**src/rtl/vx_local_mem_dma_pkg.sv**
```systemverilog
// Shared encodings and types for the local-memory block-copy/fill engine.
package vx_local_mem_dma_pkg;

  typedef enum logic {
    LMEM_DMA_OP_COPY = 1'b0,
    LMEM_DMA_OP_FILL = 1'b1
  } lmem_dma_op_e;

  localparam int LMEM_DMA_ADDR_W  = 14;
  localparam int LMEM_DMA_WORD_W  = 32;
  localparam int LMEM_DMA_COUNT_W = 16;

  typedef struct packed {
    lmem_dma_op_e                op;
    logic [LMEM_DMA_ADDR_W-1:0]  src;
    logic [LMEM_DMA_ADDR_W-1:0]  dst;
    logic [LMEM_DMA_COUNT_W-1:0] count;
    logic [LMEM_DMA_WORD_W-1:0]  fill;
  } lmem_dma_cmd_t;

  localparam logic [0:0] LMEM_DMA_ST_IDLE = 1'b0;
  localparam logic [0:0] LMEM_DMA_ST_RUN  = 1'b1;

endpackage

```
**src/rtl/vx_local_mem_dma_if.sv**
```systemverilog
// Local-memory word bus: request channel from the engine, read-response channel back.
interface vx_local_mem_dma_if #(
  parameter int ADDR_WIDTH = 14,
  parameter int WORD_SIZE  = 4,
  parameter int TAG_WIDTH  = 16
);

  logic                    mem_req_valid;
  logic                    mem_req_rw;
  logic [ADDR_WIDTH-1:0]   mem_req_addr;
  logic [WORD_SIZE-1:0]    mem_req_byteen;
  logic [WORD_SIZE*8-1:0]  mem_req_data;
  logic [TAG_WIDTH-1:0]    mem_req_tag;
  logic                    mem_req_ready;
  logic                    mem_rsp_valid;
  logic [WORD_SIZE*8-1:0]  mem_rsp_data;
  logic [TAG_WIDTH-1:0]    mem_rsp_tag;
  logic                    mem_rsp_ready;

  modport master (
    output mem_req_valid, mem_req_rw, mem_req_addr, mem_req_byteen, mem_req_data, mem_req_tag,
    input  mem_req_ready,
    input  mem_rsp_valid, mem_rsp_data, mem_rsp_tag,
    output mem_rsp_ready
  );

  modport slave (
    input  mem_req_valid, mem_req_rw, mem_req_addr, mem_req_byteen, mem_req_data, mem_req_tag,
    output mem_req_ready,
    output mem_rsp_valid, mem_rsp_data, mem_rsp_tag,
    input  mem_rsp_ready
  );

endinterface

```
**src/rtl/vx_local_mem_dma_rob.sv**
```systemverilog
// Reorder slots for outstanding reads: allocate in order, fill by tag, drain in order.
module vx_local_mem_dma_rob
  import vx_local_mem_dma_pkg::*;
#(
  parameter  int MAX_PENDING = 4,
  parameter  int WORD_WIDTH  = 32,
  localparam int SLOT_BITS   = $clog2(MAX_PENDING)
) (
  input  logic                  clk,
  input  logic                  reset,
  input  logic                  alloc_valid_i,
  input  logic [SLOT_BITS-1:0]  alloc_idx_i,
  output logic                  alloc_free_o,
  input  logic                  fill_valid_i,
  input  logic [SLOT_BITS-1:0]  fill_idx_i,
  input  logic [WORD_WIDTH-1:0] fill_data_i,
  input  logic [SLOT_BITS-1:0]  head_idx_i,
  output logic                  head_valid_o,
  output logic [WORD_WIDTH-1:0] head_data_o,
  input  logic                  pop_i
);

  logic [MAX_PENDING-1:0] valid_q, valid_d;
  logic [MAX_PENDING-1:0] filled_q, filled_d;
  logic [WORD_WIDTH-1:0]  data_q [MAX_PENDING];
  logic                   fill_hit;

  // Responses for slots that are not allocated (e.g. stale after reset) are dropped.
  assign fill_hit = fill_valid_i && valid_q[fill_idx_i];

  always_comb begin
    valid_d  = valid_q;
    filled_d = filled_q;
    if (fill_hit) begin
      filled_d[fill_idx_i] = 1'b1;
    end
    if (pop_i) begin
      valid_d[head_idx_i]  = 1'b0;
      filled_d[head_idx_i] = 1'b0;
    end
    if (alloc_valid_i) begin
      valid_d[alloc_idx_i]  = 1'b1;
      filled_d[alloc_idx_i] = 1'b0;
    end
  end

  always_ff @(posedge clk) begin
    if (!reset) begin
      valid_q  <= '0;
      filled_q <= '0;
    end else begin
      valid_q  <= valid_d;
      filled_q <= filled_d;
    end
  end

  always_ff @(posedge clk) begin
    if (fill_hit) begin
      data_q[fill_idx_i] <= fill_data_i;
    end
  end

  assign alloc_free_o = !valid_q[alloc_idx_i];
  assign head_valid_o = filled_q[head_idx_i];
  assign head_data_o  = data_q[head_idx_i];

endmodule

```
**src/rtl/vx_local_mem_dma.sv**
```systemverilog
// Block copy/fill engine for the local-memory word bus: one command becomes a stream
// of word reads (COPY only) and in-order word writes.
module vx_local_mem_dma
  import vx_local_mem_dma_pkg::*;
#(
  parameter  int ADDR_WIDTH  = 14,
  parameter  int WORD_SIZE   = 4,
  parameter  int TAG_WIDTH   = 16,
  parameter  int MAX_PENDING = 4,
  parameter  int COUNT_WIDTH = 16,
  localparam int WORD_WIDTH  = WORD_SIZE * 8,
  localparam int SLOT_BITS   = $clog2(MAX_PENDING)
) (
  input  logic                   clk,
  input  logic                   reset,
  input  logic                   cmd_valid,
  input  logic                   cmd_op,
  input  logic [ADDR_WIDTH-1:0]  cmd_src,
  input  logic [ADDR_WIDTH-1:0]  cmd_dst,
  input  logic [COUNT_WIDTH-1:0] cmd_count,
  input  logic [WORD_WIDTH-1:0]  cmd_fill,
  output logic                   cmd_ready,
  output logic                   busy,
  output logic                   done,
  vx_local_mem_dma_if.master     mem_if
);

  localparam logic [COUNT_WIDTH-1:0] CNT_ONE  = COUNT_WIDTH'(1);
  localparam logic [SLOT_BITS-1:0]   SLOT_ONE = SLOT_BITS'(1);

  logic [0:0]             state_q, state_d;
  logic                   op_q;
  logic [ADDR_WIDTH-1:0]  src_q, dst_q;
  logic [COUNT_WIDTH-1:0] count_q;
  logic [WORD_WIDTH-1:0]  fill_q;
  logic [COUNT_WIDTH-1:0] rd_issued_q, rd_issued_d;
  logic [COUNT_WIDTH-1:0] wr_issued_q, wr_issued_d;
  logic [SLOT_BITS-1:0]   rd_ptr_q, rd_ptr_d;
  logic [SLOT_BITS-1:0]   wr_ptr_q, wr_ptr_d;
  logic                   done_q, done_d;
  logic                   stall_rd_q, stall_rd_d;

  logic                   running, is_fill, accept;
  logic                   wr_cand, rd_cand, sel_wr;
  logic                   req_valid, req_fire, wr_fire, rd_fire;
  logic                   slot_free, head_valid;
  logic [WORD_WIDTH-1:0]  head_data;

  vx_local_mem_dma_rob #(
    .MAX_PENDING (MAX_PENDING),
    .WORD_WIDTH  (WORD_WIDTH)
  ) rob (
    .clk          (clk),
    .reset        (reset),
    .alloc_valid_i(rd_fire),
    .alloc_idx_i  (rd_ptr_q),
    .alloc_free_o (slot_free),
    .fill_valid_i (mem_if.mem_rsp_valid),
    .fill_idx_i   (mem_if.mem_rsp_tag[SLOT_BITS-1:0]),
    .fill_data_i  (mem_if.mem_rsp_data),
    .head_idx_i   (wr_ptr_q),
    .head_valid_o (head_valid),
    .head_data_o  (head_data),
    .pop_i        (wr_fire && !is_fill)
  );

  assign running = (state_q == LMEM_DMA_ST_RUN);
  assign is_fill = (op_q == LMEM_DMA_OP_FILL);
  assign accept  = (state_q == LMEM_DMA_ST_IDLE) && cmd_valid;

  // A read left waiting on ready keeps the bus even if a write becomes eligible,
  // so presented fields never change before the handshake.
  always_comb begin
    wr_cand   = is_fill ? (wr_issued_q < count_q) : head_valid;
    rd_cand   = !is_fill && (rd_issued_q < count_q) && slot_free;
    sel_wr    = wr_cand && !stall_rd_q;
    req_valid = running && (sel_wr || rd_cand);
    req_fire  = req_valid && mem_if.mem_req_ready;
    wr_fire   = req_fire && sel_wr;
    rd_fire   = req_fire && !sel_wr;
  end

  always_comb begin
    mem_if.mem_req_valid  = req_valid;
    mem_if.mem_req_rw     = 1'b0;
    mem_if.mem_req_addr   = '0;
    mem_if.mem_req_byteen = '0;
    mem_if.mem_req_data   = '0;
    mem_if.mem_req_tag    = '0;
    if (req_valid) begin
      mem_if.mem_req_byteen = '1;
      if (sel_wr) begin
        mem_if.mem_req_rw   = 1'b1;
        mem_if.mem_req_addr = dst_q + ADDR_WIDTH'(wr_issued_q);
        mem_if.mem_req_data = is_fill ? fill_q : head_data;
      end else begin
        mem_if.mem_req_addr = src_q + ADDR_WIDTH'(rd_issued_q);
        mem_if.mem_req_tag  = TAG_WIDTH'(rd_ptr_q);
      end
    end
  end

  assign mem_if.mem_rsp_ready = 1'b1;

  always_comb begin
    state_d     = state_q;
    rd_issued_d = rd_issued_q;
    wr_issued_d = wr_issued_q;
    rd_ptr_d    = rd_ptr_q;
    wr_ptr_d    = wr_ptr_q;
    done_d      = 1'b0;
    stall_rd_d  = req_valid && !sel_wr && !mem_if.mem_req_ready;
    if (accept) begin
      rd_issued_d = '0;
      wr_issued_d = '0;
      rd_ptr_d    = '0;
      wr_ptr_d    = '0;
      if (cmd_count != '0) begin
        state_d = LMEM_DMA_ST_RUN;
      end else begin
        done_d = 1'b1;
      end
    end
    if (rd_fire) begin
      rd_issued_d = rd_issued_q + CNT_ONE;
      rd_ptr_d    = rd_ptr_q + SLOT_ONE;
    end
    if (wr_fire) begin
      wr_issued_d = wr_issued_q + CNT_ONE;
      wr_ptr_d    = wr_ptr_q + SLOT_ONE;
      if (wr_issued_q + CNT_ONE == count_q) begin
        state_d = LMEM_DMA_ST_IDLE;
        done_d  = 1'b1;
      end
    end
  end

  always_ff @(posedge clk) begin
    if (!reset) begin
      state_q     <= LMEM_DMA_ST_IDLE;
      rd_issued_q <= '0;
      wr_issued_q <= '0;
      rd_ptr_q    <= '0;
      wr_ptr_q    <= '0;
      done_q      <= 1'b0;
      stall_rd_q  <= 1'b0;
    end else begin
      state_q     <= state_d;
      rd_issued_q <= rd_issued_d;
      wr_issued_q <= wr_issued_d;
      rd_ptr_q    <= rd_ptr_d;
      wr_ptr_q    <= wr_ptr_d;
      done_q      <= done_d;
      stall_rd_q  <= stall_rd_d;
    end
  end

  always_ff @(posedge clk) begin
    if (!reset) begin
      op_q    <= LMEM_DMA_OP_COPY;
      src_q   <= '0;
      dst_q   <= '0;
      count_q <= '0;
      fill_q  <= '0;
    end else if (accept) begin
      op_q    <= cmd_op;
      src_q   <= cmd_src;
      dst_q   <= cmd_dst;
      count_q <= cmd_count;
      fill_q  <= cmd_fill;
    end
  end

  assign cmd_ready = (state_q == LMEM_DMA_ST_IDLE);
  assign busy      = running;
  assign done      = done_q;

endmodule

```
**src/flat_wrapper.sv**
```systemverilog
// flat-port wrapper written by rule: the top's interface ports become plain ports
module vx_local_mem_dma_flat import vx_local_mem_dma_pkg::*;
#(
  parameter  int ADDR_WIDTH  = 14,
  parameter  int WORD_SIZE   = 4,
  parameter  int TAG_WIDTH   = 16,
  parameter  int MAX_PENDING = 4,
  parameter  int COUNT_WIDTH = 16,
  localparam int WORD_WIDTH  = WORD_SIZE * 8,
  localparam int SLOT_BITS   = $clog2(MAX_PENDING)
)
  (clk, reset, cmd_valid, cmd_op, cmd_src, cmd_dst, cmd_count, cmd_fill, cmd_ready, busy, done, mem_if_mem_req_valid, mem_if_mem_req_rw, mem_if_mem_req_addr, mem_if_mem_req_byteen, mem_if_mem_req_data, mem_if_mem_req_tag, mem_if_mem_req_ready, mem_if_mem_rsp_valid, mem_if_mem_rsp_data, mem_if_mem_rsp_tag, mem_if_mem_rsp_ready);
  vx_local_mem_dma_if #(.ADDR_WIDTH(ADDR_WIDTH), .WORD_SIZE(WORD_SIZE), .TAG_WIDTH(TAG_WIDTH)) mem_if_i ();
  input  logic clk;
  input  logic reset;
  input  logic cmd_valid;
  input  logic cmd_op;
  input  logic [ADDR_WIDTH-1:0] cmd_src;
  input  logic [ADDR_WIDTH-1:0] cmd_dst;
  input  logic [COUNT_WIDTH-1:0] cmd_count;
  input  logic [WORD_WIDTH-1:0] cmd_fill;
  output logic cmd_ready;
  output logic busy;
  output logic done;
  output wire logic [$bits(mem_if_i.mem_req_valid)-1:0] mem_if_mem_req_valid;
  output wire logic [$bits(mem_if_i.mem_req_rw)-1:0] mem_if_mem_req_rw;
  output wire logic [$bits(mem_if_i.mem_req_addr)-1:0] mem_if_mem_req_addr;
  output wire logic [$bits(mem_if_i.mem_req_byteen)-1:0] mem_if_mem_req_byteen;
  output wire logic [$bits(mem_if_i.mem_req_data)-1:0] mem_if_mem_req_data;
  output wire logic [$bits(mem_if_i.mem_req_tag)-1:0] mem_if_mem_req_tag;
  input wire logic [$bits(mem_if_i.mem_req_ready)-1:0] mem_if_mem_req_ready;
  input wire logic [$bits(mem_if_i.mem_rsp_valid)-1:0] mem_if_mem_rsp_valid;
  input wire logic [$bits(mem_if_i.mem_rsp_data)-1:0] mem_if_mem_rsp_data;
  input wire logic [$bits(mem_if_i.mem_rsp_tag)-1:0] mem_if_mem_rsp_tag;
  output wire logic [$bits(mem_if_i.mem_rsp_ready)-1:0] mem_if_mem_rsp_ready;
  assign mem_if_mem_req_valid = mem_if_i.mem_req_valid;
  assign mem_if_mem_req_rw = mem_if_i.mem_req_rw;
  assign mem_if_mem_req_addr = mem_if_i.mem_req_addr;
  assign mem_if_mem_req_byteen = mem_if_i.mem_req_byteen;
  assign mem_if_mem_req_data = mem_if_i.mem_req_data;
  assign mem_if_mem_req_tag = mem_if_i.mem_req_tag;
  assign mem_if_i.mem_req_ready = mem_if_mem_req_ready;
  assign mem_if_i.mem_rsp_valid = mem_if_mem_rsp_valid;
  assign mem_if_i.mem_rsp_data = mem_if_mem_rsp_data;
  assign mem_if_i.mem_rsp_tag = mem_if_mem_rsp_tag;
  assign mem_if_mem_rsp_ready = mem_if_i.mem_rsp_ready;
  vx_local_mem_dma #(.ADDR_WIDTH(ADDR_WIDTH), .WORD_SIZE(WORD_SIZE), .TAG_WIDTH(TAG_WIDTH), .MAX_PENDING(MAX_PENDING), .COUNT_WIDTH(COUNT_WIDTH)) u_core (.clk(clk), .reset(reset), .cmd_valid(cmd_valid), .cmd_op(cmd_op), .cmd_src(cmd_src), .cmd_dst(cmd_dst), .cmd_count(cmd_count), .cmd_fill(cmd_fill), .cmd_ready(cmd_ready), .busy(busy), .done(done), .mem_if(mem_if_i));
endmodule
```
**config.mk**
```make
export PLATFORM = sky130hd
export DESIGN_NAME = vx_local_mem_dma_flat
export DESIGN_NICKNAME = d
export VERILOG_FILES = /design/src/rtl/vx_local_mem_dma_pkg.sv /design/src/rtl/vx_local_mem_dma_if.sv /design/src/rtl/vx_local_mem_dma_rob.sv /design/src/rtl/vx_local_mem_dma.sv /design/src/flat_wrapper.sv
export SDC_FILE = /design/constraint.sdc
export NUM_CORES = 1
export LEC_CHECK = 0
export BUFFER_PORTS_ARGS = -buffer_cell sky130_fd_sc_hd__buf_2
export CAP_MARGIN = 20
export CORE_ASPECT_RATIO = 1.5
export CORE_MARGIN = 4
export CORE_UTILIZATION = 25
export CTS_BUF_LIST = sky130_fd_sc_hd__clkbuf_8 sky130_fd_sc_hd__clkbuf_16
export CTS_CLUSTER_DIAMETER = 200
export CTS_CLUSTER_SIZE = 14
export DETAILED_ROUTE_END_ITERATION = 10
export GPL_ROUTABILITY_DRIVEN = 0
export GPL_TIMING_DRIVEN = 1
export PLACE_DENSITY = 0.49
export SYNTH_ARGS = -nofsm -noshare
export SYNTH_HDL_FRONTEND = slang
export SYNTH_SLANG_ARGS = --single-unit
```
**constraint.sdc**
```tcl
create_clock -name clk -period 5.6 [get_ports clk]
set_input_delay 0.56 -clock clk [delete_from_list [all_inputs] [get_ports clk]]
set_output_delay 0.56 -clock clk [all_outputs]
set_load 0.05 [all_outputs]
```
After elaboration in Yosys (flattened, before gate mapping). Memory sizes are Yosys's and may differ from the RTL's. A register that Yosys moved wholly into a read port is not among the register bits. Cells that the tools add are included.

$add $sub $neg: 6. Order comparisons: 8. Equality and inequality tests: 1. Muxes and demuxes: 46. Bitwise gates (word level): 8. Reductions and logical operators: 24.

Operator list (number): $mux 32 (3); $mux 16 (4); $add 16x1->16 const B (2); $lt 16x16->1 (2); $add 14x14->14 (2); $mux 14 (2); $mux 4 (6); $mux 1 (19); $eq 16x16->1 (1); $reduce_bool 16->1 (1); $logic_and 1x1->1 (15); $and 4x4->4 (3); $mux 2 (6); $lt 2x3->1 const B (3); $not 4->4 (2); $or 4x4->4 (2); $bmux 1 s2 (3); $demux 1 s2 (3); $ge 2x1->1 const B (3); $logic_not 1->1 (5); $add 2x1->2 const B (2); $reduce_bool 2->1 (2); $logic_or 1x1->1 (1); $not 1->1 (1).

Register bits after elaboration: 124. Bits in writable memories: 128. Word-level logic and storage cells: 108. Memories: 1.

Memory list: u_core.rob.data_q (depth 4, bits a word 32, rd ports 1, clocked after Yosys merged registers in 1, wr ports 1, line vx_local_mem_dma_rob.sv:25) `logic [WORD_WIDTH-1:0] data_q [MAX_PENDING];`.

Longest topological paths before layout. Gate-level depths: netlist (run 1).

Word-level depth: 12. Depth in mapped cells: 12. Gate-level depth less buffers: 10.

Cells and area by module. A second synthesis (run 1) with hierarchy kept.

Cells, all modules: 1241. Area, all modules: 12861.1 um^2.

Modules (own cells, without submodules): vx_local_mem_dma (instances 1, cells each 1032, area each 7795.0 um^2); vx_local_mem_dma_rob (instances 1, cells each 209, area each 5066.1 um^2).

Worst setup path after synthesis (run 1). OpenSTA, ideal clock, no wires.

Path kind: in2reg. Start: input mem_if_mem_rsp_tag[1]. End: register u_core.rob.filled_q[0]. Library setup time: 0.102 ns. Data arrival time: 4.300 ns. Required time: 5.498 ns. Path slack: 1.198 ns. Cell stages on the path: 3. Path through: nor4bb_1 -> o21ai_0 -> a221oi_1.

Cells in the longest elaborated chain, start to end: 10. Elaborated cells between the ends (all ways): 14. Those cells by class: 2 x order compare; 7 x mux; 3 x bitwise; 2 x reduce/logical.

Ends and longest elaborated chain: from (decl) (line flat_wrapper.sv:34) `input wire logic [$bits(mem_if_i.mem_rsp_tag)-1:0] mem_if_mem_rsp_tag;`; $lt 2x3->1 (not written as such) / $ge 2x1->1 (equally long branches) (line vx_local_mem_dma_rob.sv:35) `filled_d[fill_idx_i] = 1'b1;`; $logic_and 1x1->1 (not written as such) (line vx_local_mem_dma_rob.sv:35); $mux 1 (not written as such) (line vx_local_mem_dma_rob.sv:35); $demux 1 s2 (line vx_local_mem_dma_rob.sv:35); $or 4x4->4 (no line); $mux 4 (*) (line vx_local_mem_dma_rob.sv:34) `if (fill_hit) begin`; $and 4x4->4 (no line); $mux 4 (*) (line vx_local_mem_dma_rob.sv:37) `if (pop_i) begin`; $and 4x4->4 (no line); $mux 4 (*) (line vx_local_mem_dma_rob.sv:41) `if (alloc_valid_i) begin`; to (signal assigned) (line vx_local_mem_dma_rob.sv:53) `filled_q <= filled_d;`; to (decl) (line vx_local_mem_dma_rob.sv:24) `logic [MAX_PENDING-1:0] filled_q, filled_d;`.

Every way passes the cells marked *; elsewhere a longest branch is shown, timed or not. The select of a mux whose other input is x is not followed. A chain may end at the register's enable or synchronous reset.

Worst setup path after layout (run 1).
Start: register u_core.count_q[1]. End: output mem_if_mem_req_addr[4].

Cells in the longest elaborated chain, start to end: 6. Elaborated cells between the ends (all ways): 10. Those cells by class: 2 x order compare; 3 x mux; 5 x reduce/logical.

Ends and longest elaborated chain: from (decl) (line vx_local_mem_dma.sv:34) `logic [COUNT_WIDTH-1:0] count_q;`; from (signal assigned) (line vx_local_mem_dma.sv:169) `count_q <= cmd_count;`; $lt 16x16->1 (on tied branches) (line vx_local_mem_dma.sv:74, vx_local_mem_dma.sv:75); $mux 1 / $logic_and 1x1->1 (equally long branches) (line vx_local_mem_dma.sv:74, vx_local_mem_dma.sv:75); $logic_and 1x1->1 (on tied branches) (line vx_local_mem_dma.sv:76, vx_local_mem_dma.sv:75); $logic_or 1x1->1 (line vx_local_mem_dma.sv:77) `req_valid = running && (sel_wr || rd_cand);`; $logic_and 1x1->1 (line vx_local_mem_dma.sv:77); $mux 14 (*) (line vx_local_mem_dma.sv:90) `if (req_valid) begin`; to (decl) (line flat_wrapper.sv:27) `output wire logic [$bits(mem_if_i.mem_req_addr)-1:0] mem_if_mem_req_addr;`.

Every way passes the cells marked *; elsewhere a longest branch is shown, timed or not.

==> results.ini, run 1 <==
[routing]
maxUsedRoutingLayer=met4
drtAntennaViolNets=0
vias=9485
drcViolationCount=0
wl_met2_um=20500
wl_met1_um=15000
wirelength_um=38200
vias_per_cell=4.67
first_pass_iters=5
drt_iter0_markers=434
wl_per_cell_um=18.8
wl_met3_um=1720

[sta]
holdWs_ps=240
grt_setup_unrepaired=false
fin_crit_ps=4490
max_freq_mhz=223
setup_viol=0
fin_setup_tns_ps=0
fin_crit_sh_pct=80.2
finalWorstSetupSlack_ps=1110
tightest_slew_ps=1010
relSlewSlack_pct=32.5
slew_viol_final=0
clock_skew_ps=24.8
hold_viol=0

[worst_setup_path]
critical_path.max_fanout=28
crit_start=u_core.count_q[1]
cpPeakStageDelay_ps=750
cpMaxStageDelayCell=nand2_1
start_kind=flop
crit_required_ps=5040
critPathMostFrequentCell=a21oi_1
rr_startpoint=u_core.count_q[1]
arrival_ps=3930
worst-setup-path-type=flop to primary output
worstSetupEndpointType=primary output
path_cells=inv_1 > ha_1 > nor2b_1 > o31ai_1 > a21oi_1 > o41ai_2 > nand2_1 > a211o_1 > a21oi_1 > buf_2

[yosys]
seq_area_frac_synth_pct=49.7
synth_edf_count=128
syn_inst=1204
synth.avg_cell_area_um2=10.6
syn_area_um2=12800
ys_async_sr_fraction_pct=0
yosysWarnings=0
synth_ff_type=edfxtp_1
synth_seq_cells=254
ys_types=75

[layout]
most-common-layout-cells=197 x nand2_1, 172 x buf_2, 128 x edfxtp_1, 125 x a21oi_1, 123 x dfxtp_1
drive_above_1_share_pct=20.6
area_growth_pct=16.1
fillCellCount=5351
fin_nets=1546
layout_commonest_cell=nand2_1

[die]
dieArea_um2=55000
dieWidth_um=193
ios=202
coreArea_um2=50700
die_y_um=285
initial_core_util_pct=25.3
row_count=101

[clock_network]
cts.sinks=254
htree_levels=1
clk_latency_ps=530
cts_buffers=22
cts_tree=yes
postCtsHoldBufs=0
cts_resized=0
path_clk_slew_ps=90
cts-root-buf=clkbuf_16
cts_buffer_depth=3
postCtsSetupBuffers=0

[hold_path]
hp-class=input port to flop
min-delay-start=mem_if_mem_rsp_data[29]

[grt]
track_usage_pct=13.6
grt_max_degree=65
grt_pass1_wl_um=57500
antenna_found_initial=4
grt_overflow=0
grt_pass1_vias=9620

[flow_run]
drv_cap=0

[place]
port_buffers=172
dp_slack_ps=1700
dp_hpwl_um=27300

[power_and_ir_drop]
power.density_nw_per_um2=261
leakage_nw=5.65
peakVddDrop_mv=0.236

[run_status]
outcome=complete, no violations

-- power breakdown --
part	total, mW	internal, mW	switching [mW]
Clock	1.45	0.741	0.705
Combinational	0.409	0.132	0.277
Sequential	2.02	1.99	0.0341
-- worst paths after layout --
kind                                            endpoint  slack (ps)  depth (start not counted)
worst max register to register     u_core.rd_issued_q[8]        1750                         10
worst max-delay path              mem_if_mem_req_addr[4]        1110                         10
worst min register to register         u_core.fill_q[17]         450                          2
worst min-delay path            u_core.rob.data_q[3][29]         240                          1
-- synth_stat cells, types with 7 or more instances --
| master | number | area [um2] |
|---|---|---|
| and3_1 | 16 | 100 |
| xor2_1 | 12 | 105 |
| o21a_1 | 10 | 75.1 |
| mux2i_1 | 41 | 410 |
| dfxtp_1 | 126 | 2520 |
| nand3_1 | 20 | 100 |
| nor2_1 | 81 | 304 |
| xnor2_1 | 34 | 298 |
| nor4_1 | 7 | 43.8 |
| a21oi_1 | 125 | 626 |
| edfxtp_1 | 128 | 3840 |
| nor2b_1 | 10 | 62.6 |
| nand2_1 | 198 | 743 |
| ha_1 | 67 | 838 |
| clkbuf_1 | 40 | 150 |
| buf_4 | 22 | 165 |
| o211ai_1 | 10 | 75.1 |
| mux4_2 | 34 | 766 |
| inv_1 | 33 | 124 |
| nor3_1 | 16 | 80.1 |
| o21ai_0 | 26 | 130 |
| a21o_1 | 7 | 52.6 |
| or3_1 | 9 | 56.3 |
| a31oi_1 | 14 | 87.6 |
-- state kept, by name, summed over array words and instances, names as in the netlist, 14 cells and up, named ones only --
name and cells:
u_core.wr_issued_q 16, u_core.fill_q 32, u_core.dst_q 14, u_core.rd_issued_q 16
u_core.count_q 16, u_core.rob.data_q 128, u_core.src_q 14
-- area by class of cell --
type	instances	area, um2	area share (%)
multi-input cells	849	5930	39.9
flip-flops and latches	254	6370	42.8
well taps	669	837	5.63
clock buffers	23	576	3.87
diodes	1	2.50	0.0168
clock inverters	14	65.1	0.437
inverters	34	129	0.867
repair buffers	186	966	6.50
-- through the flow --
step / util, % / instances / total power, mW / cell area [um2]
floorplan: - / 1217 / 2.34 / 12900
global placement: 28.1 / 1992 / 2.47 / 14200
detailed placement: 28.1 / 1992 / 2.48 / 14200
CTS: 29.3 / 2029 / 3.96 / 14900
global route: 29.3 / 2029 / 4.06 / 14900
finish: 29.3 / 2030 / 3.87 / 14900
-- cells by family after synthesis --
logic type                 after synthesis  share of synthesized area, %
buffers and inverters                  114                          4.69
AOI/OAI and AO/OA                      244                          11.8
muxes                                   77                          9.36
and+or+nand+nor                        397                          14.3
xor gates and xnor gates                47                          3.27
other                                    2                        0.0586
DFF                                    254                          49.7
adders and majority gates               69                          6.86
-- per-layer routing --
layer | global-route usage [%] | vias to the layer above
met1 | 15.7 | 4600
met3 | 1.79 | 51
met2 | 25.8 | 217
li1 | - | 4617
met5 | 0 | -
met4 | 3.91 | 0
-- critical path, delay by kind of cell (launching register included) --
kind,cells,cell delay [ps]
adders and majority gates,1,270
AOI/OAI and AO/OA,5,1410
buffers and inverters,2,400
DFF,1,430
and+or+nand+nor,2,880
Power figures use the tool's default switching activity.
==> inputs of run 2 (changes only) <==
--- a/config.mk
+++ b/config.mk
@@ -16,7 +16,7 @@
 export DETAILED_ROUTE_END_ITERATION = 10
 export GPL_ROUTABILITY_DRIVEN = 0
 export GPL_TIMING_DRIVEN = 1
-export PLACE_DENSITY = 0.49
+export PLACE_DENSITY = 0.5
 export SYNTH_ARGS = -nofsm -noshare
 export SYNTH_HDL_FRONTEND = slang
 export SYNTH_SLANG_ARGS = --single-unit
==> constraint.sdc (replaced) <==
create_clock -name clk -period 4.1 [get_ports clk]
set_input_delay 0.41 -clock clk [delete_from_list [all_inputs] [get_ports clk]]
set_output_delay 0.41 -clock clk [all_outputs]
set_load 0.05 [all_outputs]
==> results.ini, run 2 (synthesis results as in run 1) <==
[grt]
antenna_found_initial=0
grt_overflow=0
grt_pass1_vias=9723
grt_pass1_wl_um=58100
track_usage_pct=13.7
grt_max_degree=58

[layout]
diodes=0
drive_above_1_share_pct=21.4
final_util_pct=29.5
layout_commonest_cell=nand2_1
stdcell_area_um2=15000
regMostFlops=u_core.rob.data_q
largest_reg_flops=128
fin_nets=1554
most-common-layout-cells=197 x nand2_1, 172 x buf_2, 128 x edfxtp_1, 125 x a21oi_1, 122 x dfxtp_1
reg_top3=u_core.rob.data_q (128), u_core.fill_q (32)
fillCellCount=5267
final_cell_count_no_fill=2036
area_growth_pct=16.9

[die]
coreArea_um2=50700
dieWidth_um=193
ios=202
die_y_um=285
dieArea_um2=55000
initial_core_util_pct=25.3
row_count=101

[sta]
fin_setup_tns_ps=0
clock_skew_ps=22.9
relSlewSlack_pct=29.9
finalWorstSetupSlack_ps=264
setup_viol=0
holdWs_ps=95.4
hold_viol=0
fin_crit_ps=3840
max_freq_mhz=261
slew_viol_final=0
grt_setup_unrepaired=false
fin_crit_sh_pct=93.6
tightest_slew_ps=1050

[clock_network]
cts_buffer_depth=3
cts_buffers=22
cts_tree=yes
path_clk_slew_ps=80
cts-root-buf=clkbuf_16
cts.sinks=254
htree_levels=1
clk_latency_ps=530

[worst_setup_path]
arrival_ps=3430
rr_startpoint=u_core.count_q[13]
crit_required_ps=3690
start_kind=flop
critical_path.max_fanout=5
crit_start=u_core.wr_issued_q[0]
worstSetupEndpointType=primary output
worst-setup-path-type=flop to primary output

[place]
place_area_um2=14300
dp.cells=1999
dp_slack_ps=588
dp_hpwl_um=27200
port_buffers=172

[power_and_ir_drop]
peakVddDrop_mv=0.312
leakage_nw=5.71
power_mw=5.30
power.density_nw_per_um2=354

[routing]
first_pass_iters=7
drcViolationCount=0
drtAntennaViolNets=0
wirelength_um=38700
vias=9551
wl_per_cell_um=19.0
vias_per_cell=4.69
drt_iter0_markers=375

[hold_path]
min-delay-start=mem_if_mem_rsp_data[1]
hp-class=input port to flop

[flow_run]
drv_cap=0

[run_status]
outcome=complete, no violations

[run 2: changes by cell type in the layout (fill, tap and decap cells not counted), moves of 2 or more]
cell     previous run  this run
o41ai_2             2         4
buf_4              14        20
buf_12              0         2
o41ai_1             2         0
[run 2: per-layer routing]
layer / routed length (um) / global-route usage (%) / up-vias
met5: 0 / 0 / -
met4: 1130 / 4.26 / 0
met3: 1640 / 1.63 / 49
met2: 20500 / 25.6 / 212
met1: 15400 / 16.0 / 4642
li1: - / - / 4648
[run 2: final cells by class]
type                       instances  area, um2  share of cell area [%]
clock inverter                    13       61.3                   0.409
sequential                       254       6370                    42.5
inverter                          34        128                   0.852
multi-input combinational        849       5950                    39.7
tap                              669        837                    5.59
timing repair buffer             194       1050                    7.02
clock buffer                      23        576                    3.84
[run 2: what timing repair did]
| item | in CTS | in global routing |
|---|---|---|
| hold buffers | 0 | 0 |
| pin swaps | 0 | 0 |
| setup endpoints to repair | 1 | 16 |
| gates resized for setup | 1 | 5 |
| setup buffers | 0 | 0 |
[run 2: final timing paths]
path | slack, ps | endpoint | cells past startpoint
min reg2reg | 460 | u_core.fill_q[9] | 2
min | 100 | u_core.rob.data_q[0][1] | 1
max reg2reg | 840 | u_core.rd_issued_q[0] | 9
max | 260 | mem_if_mem_req_addr[12] | 11
[run 2: critical path, cell delays in order, from the launching register on]
cell and delay, ps:
dfxtp_1 360, ha_1 260, fa_1 400, a21oi_1 180
o21ai_0 230, o41ai_2 420, o211ai_1 160, o211ai_1 130
xnor2_1 230, mux2i_1 140, nor2_1 120, buf_2 280
[run 2: power by group]
part	leakage, nW	total [mW]	switching [mW]	internal (mW)
sequential	2.18	2.76	0.0432	2.71
combinational	3.18	0.573	0.388	0.185
clock	0.354	1.98	0.965	1.01
total	5.71	5.30	1.40	3.91
==> inputs of run 3 (changes only) <==
--- a/config.mk
+++ b/config.mk
@@ -7,6 +7,8 @@
 export LEC_CHECK = 0
 export BUFFER_PORTS_ARGS = -buffer_cell sky130_fd_sc_hd__buf_2
 export CAP_MARGIN = 20
+export CELL_PAD_IN_SITES_DETAIL_PLACEMENT = 0
+export CELL_PAD_IN_SITES_GLOBAL_PLACEMENT = 2
 export CORE_ASPECT_RATIO = 1.5
 export CORE_MARGIN = 4
 export CORE_UTILIZATION = 25
@@ -16,7 +18,7 @@
 export DETAILED_ROUTE_END_ITERATION = 10
 export GPL_ROUTABILITY_DRIVEN = 0
 export GPL_TIMING_DRIVEN = 1
-export PLACE_DENSITY = 0.5
+export PLACE_DENSITY = 0.67
 export SYNTH_ARGS = -nofsm -noshare
 export SYNTH_HDL_FRONTEND = slang
 export SYNTH_SLANG_ARGS = --single-unit
==> results.ini, run 3 (synthesis results as in run 1) <==
[die]
ios=202
dieWidth_um=193
row_count=101
die_y_um=285
coreArea_um2=50700
dieArea_um2=55000
initial_core_util_pct=25.3

[layout]
diodes=0
area_growth_pct=17.7
most-common-layout-cells=196 x nand2_1, 171 x buf_2, 128 x edfxtp_1, 125 x a21oi_1, 122 x dfxtp_1
reg_top3=u_core.rob.data_q (128), u_core.fill_q (32)
stdcell_area_um2=15100
fin_nets=1567
drive_above_1_share_pct=22.2
regMostFlops=u_core.rob.data_q
final_cell_count_no_fill=2049
layout_commonest_cell=nand2_1
fillCellCount=5378
largest_reg_flops=128

[place]
dp_hpwl_um=28300
port_buffers=172
place_area_um2=14400
dp_slack_ps=486
dp.cells=2010

[routing]
vias_per_cell=4.67
wl_per_cell_um=19.3
first_pass_iters=5
drcViolationCount=0
drt_iter0_markers=424
wirelength_um=39500
drtAntennaViolNets=0
vias=9561

[grt]
busiest_layer=met2
antenna_found_initial=2
grt_overflow=0
grt_pass1_vias=9898
grt_max_degree=55
grt_pass1_wl_um=59100
grt_util_met1_pct=15.6
track_usage_pct=14.1
globalRouteMet2Util_pct=27.1
met3_usage_pct=2.13

[clock_network]
cts-root-buf=clkbuf_16
cts_tree=yes
clk_latency_ps=530
path_clk_slew_ps=80
cts.sinks=254
htree_levels=1
cts_buffer_depth=3
cts_buffers=22

[sta]
fin_setup_tns_ps=0
fin_crit_sh_pct=95.8
slew_viol_final=0
relSlewSlack_pct=30.0
hold_viol=0
clock_skew_ps=19.3
setup_viol=0
finalWorstSetupSlack_ps=172
grt_setup_unrepaired=false
tightest_slew_ps=1050
max_freq_mhz=255
fin_crit_ps=3930

[hold_path]
hp-class=input port to flop
min-delay-start=mem_if_mem_rsp_data[12]

[worst_setup_path]
rr_startpoint=u_core.rd_issued_q[12]
critical_path.max_fanout=3
arrival_ps=3520
worst-setup-path-type=flop to primary output
crit_required_ps=3690
worstSetupEndpointType=primary output
start_kind=flop
crit_start=u_core.dst_q[1]

[power_and_ir_drop]
leakage_nw=5.78
peakVddDrop_mv=0.247
power.density_nw_per_um2=353

[flow_run]
drv_cap=0

[run_status]
outcome=complete, no violations

## run 3: cell types whose count changed in the layout (fill, tap and decap cells not counted)
| cell | delta |
|---|---|
| buf_2 | -1 |
| buf_4 | +13 |
| clkbuf_4 | +1 |
| clkinv_2 | +1 |
| inv_2 | -1 |
| nand2_1 | -1 |
| nand2_2 | +1 |
| o21ai_0 | -2 |
| o21ai_1 | +2 |
## run 3: where the power goes
group | switching [mW] | leakage (nW) | total [mW] | internal (mW)
sequential | 0.0390 | 2.18 | 2.75 | 2.71
combinational | 0.395 | 3.24 | 0.587 | 0.192
clock | 0.970 | 0.354 | 1.98 | 1.01
total | 1.40 | 5.78 | 5.32 | 3.91
## run 3: worst max-delay path, cell delays in order, from the launching register on
cell and delay (ps):
dfxtp_1 400, ha_1 270, a211oi_1 350, o21ai_1 190
a2111oi_2 430, o41a_1 240, o21ai_0 120, xnor2_1 330
nor2_1 100, a211oi_1 270, clkbuf_4 290
## run 3: what timing repair did
| item | 4_1_cts | 5_1_grt |
|---|---|---|
| setup buffers | 0 | 1 |
| pin swaps | 1 | 1 |
| hold buffers | 0 | 0 |
| gates resized for setup | 3 | 7 |
| gates cloned | 0 | 0 |
| setup endpoints to repair | 3 | 19 |
## run 3: per-layer routing
layer	vias up	routed length [um]
li1	4661	-
met1	4613	14900
met5	-	13
met3	60	1790
met2	225	21700
met4	2	1170
## run 3: final timing paths
check | end | slack, ps | depth (start not counted)
hold / removal | u_core.rob.data_q[3][12] | 90 | 1
setup / recovery | mem_if_mem_req_addr[13] | 170 | 10
hold reg to reg | u_core.fill_q[22] | 450 | 2
setup reg to reg | u_core.rd_issued_q[0] | 810 | 8
## run 3: metrics by stage
step	hold slack, ps	total power [mW]	util (%)
3_3_place_gp	441	3.40	28.3
6_report	94.6	5.32	29.8
5_1_grt	59.3	5.58	29.8
3_5_place_dp	448	3.40	28.3
4_1_cts	54.0	5.43	29.6
2_1_floorplan	436	3.19	-
## run 3: final cells by class
type	count	area, um2	share of cell area, %
Clock inverter	13	61.3	0.407
Tap cell	669	837	5.55
Inverter	34	129	0.855
Clock buffer	23	576	3.82
Timing Repair Buffer	207	1150	7.63
Multi-Input combinational cell	849	5950	39.5
Sequential cell	254	6370	42.3
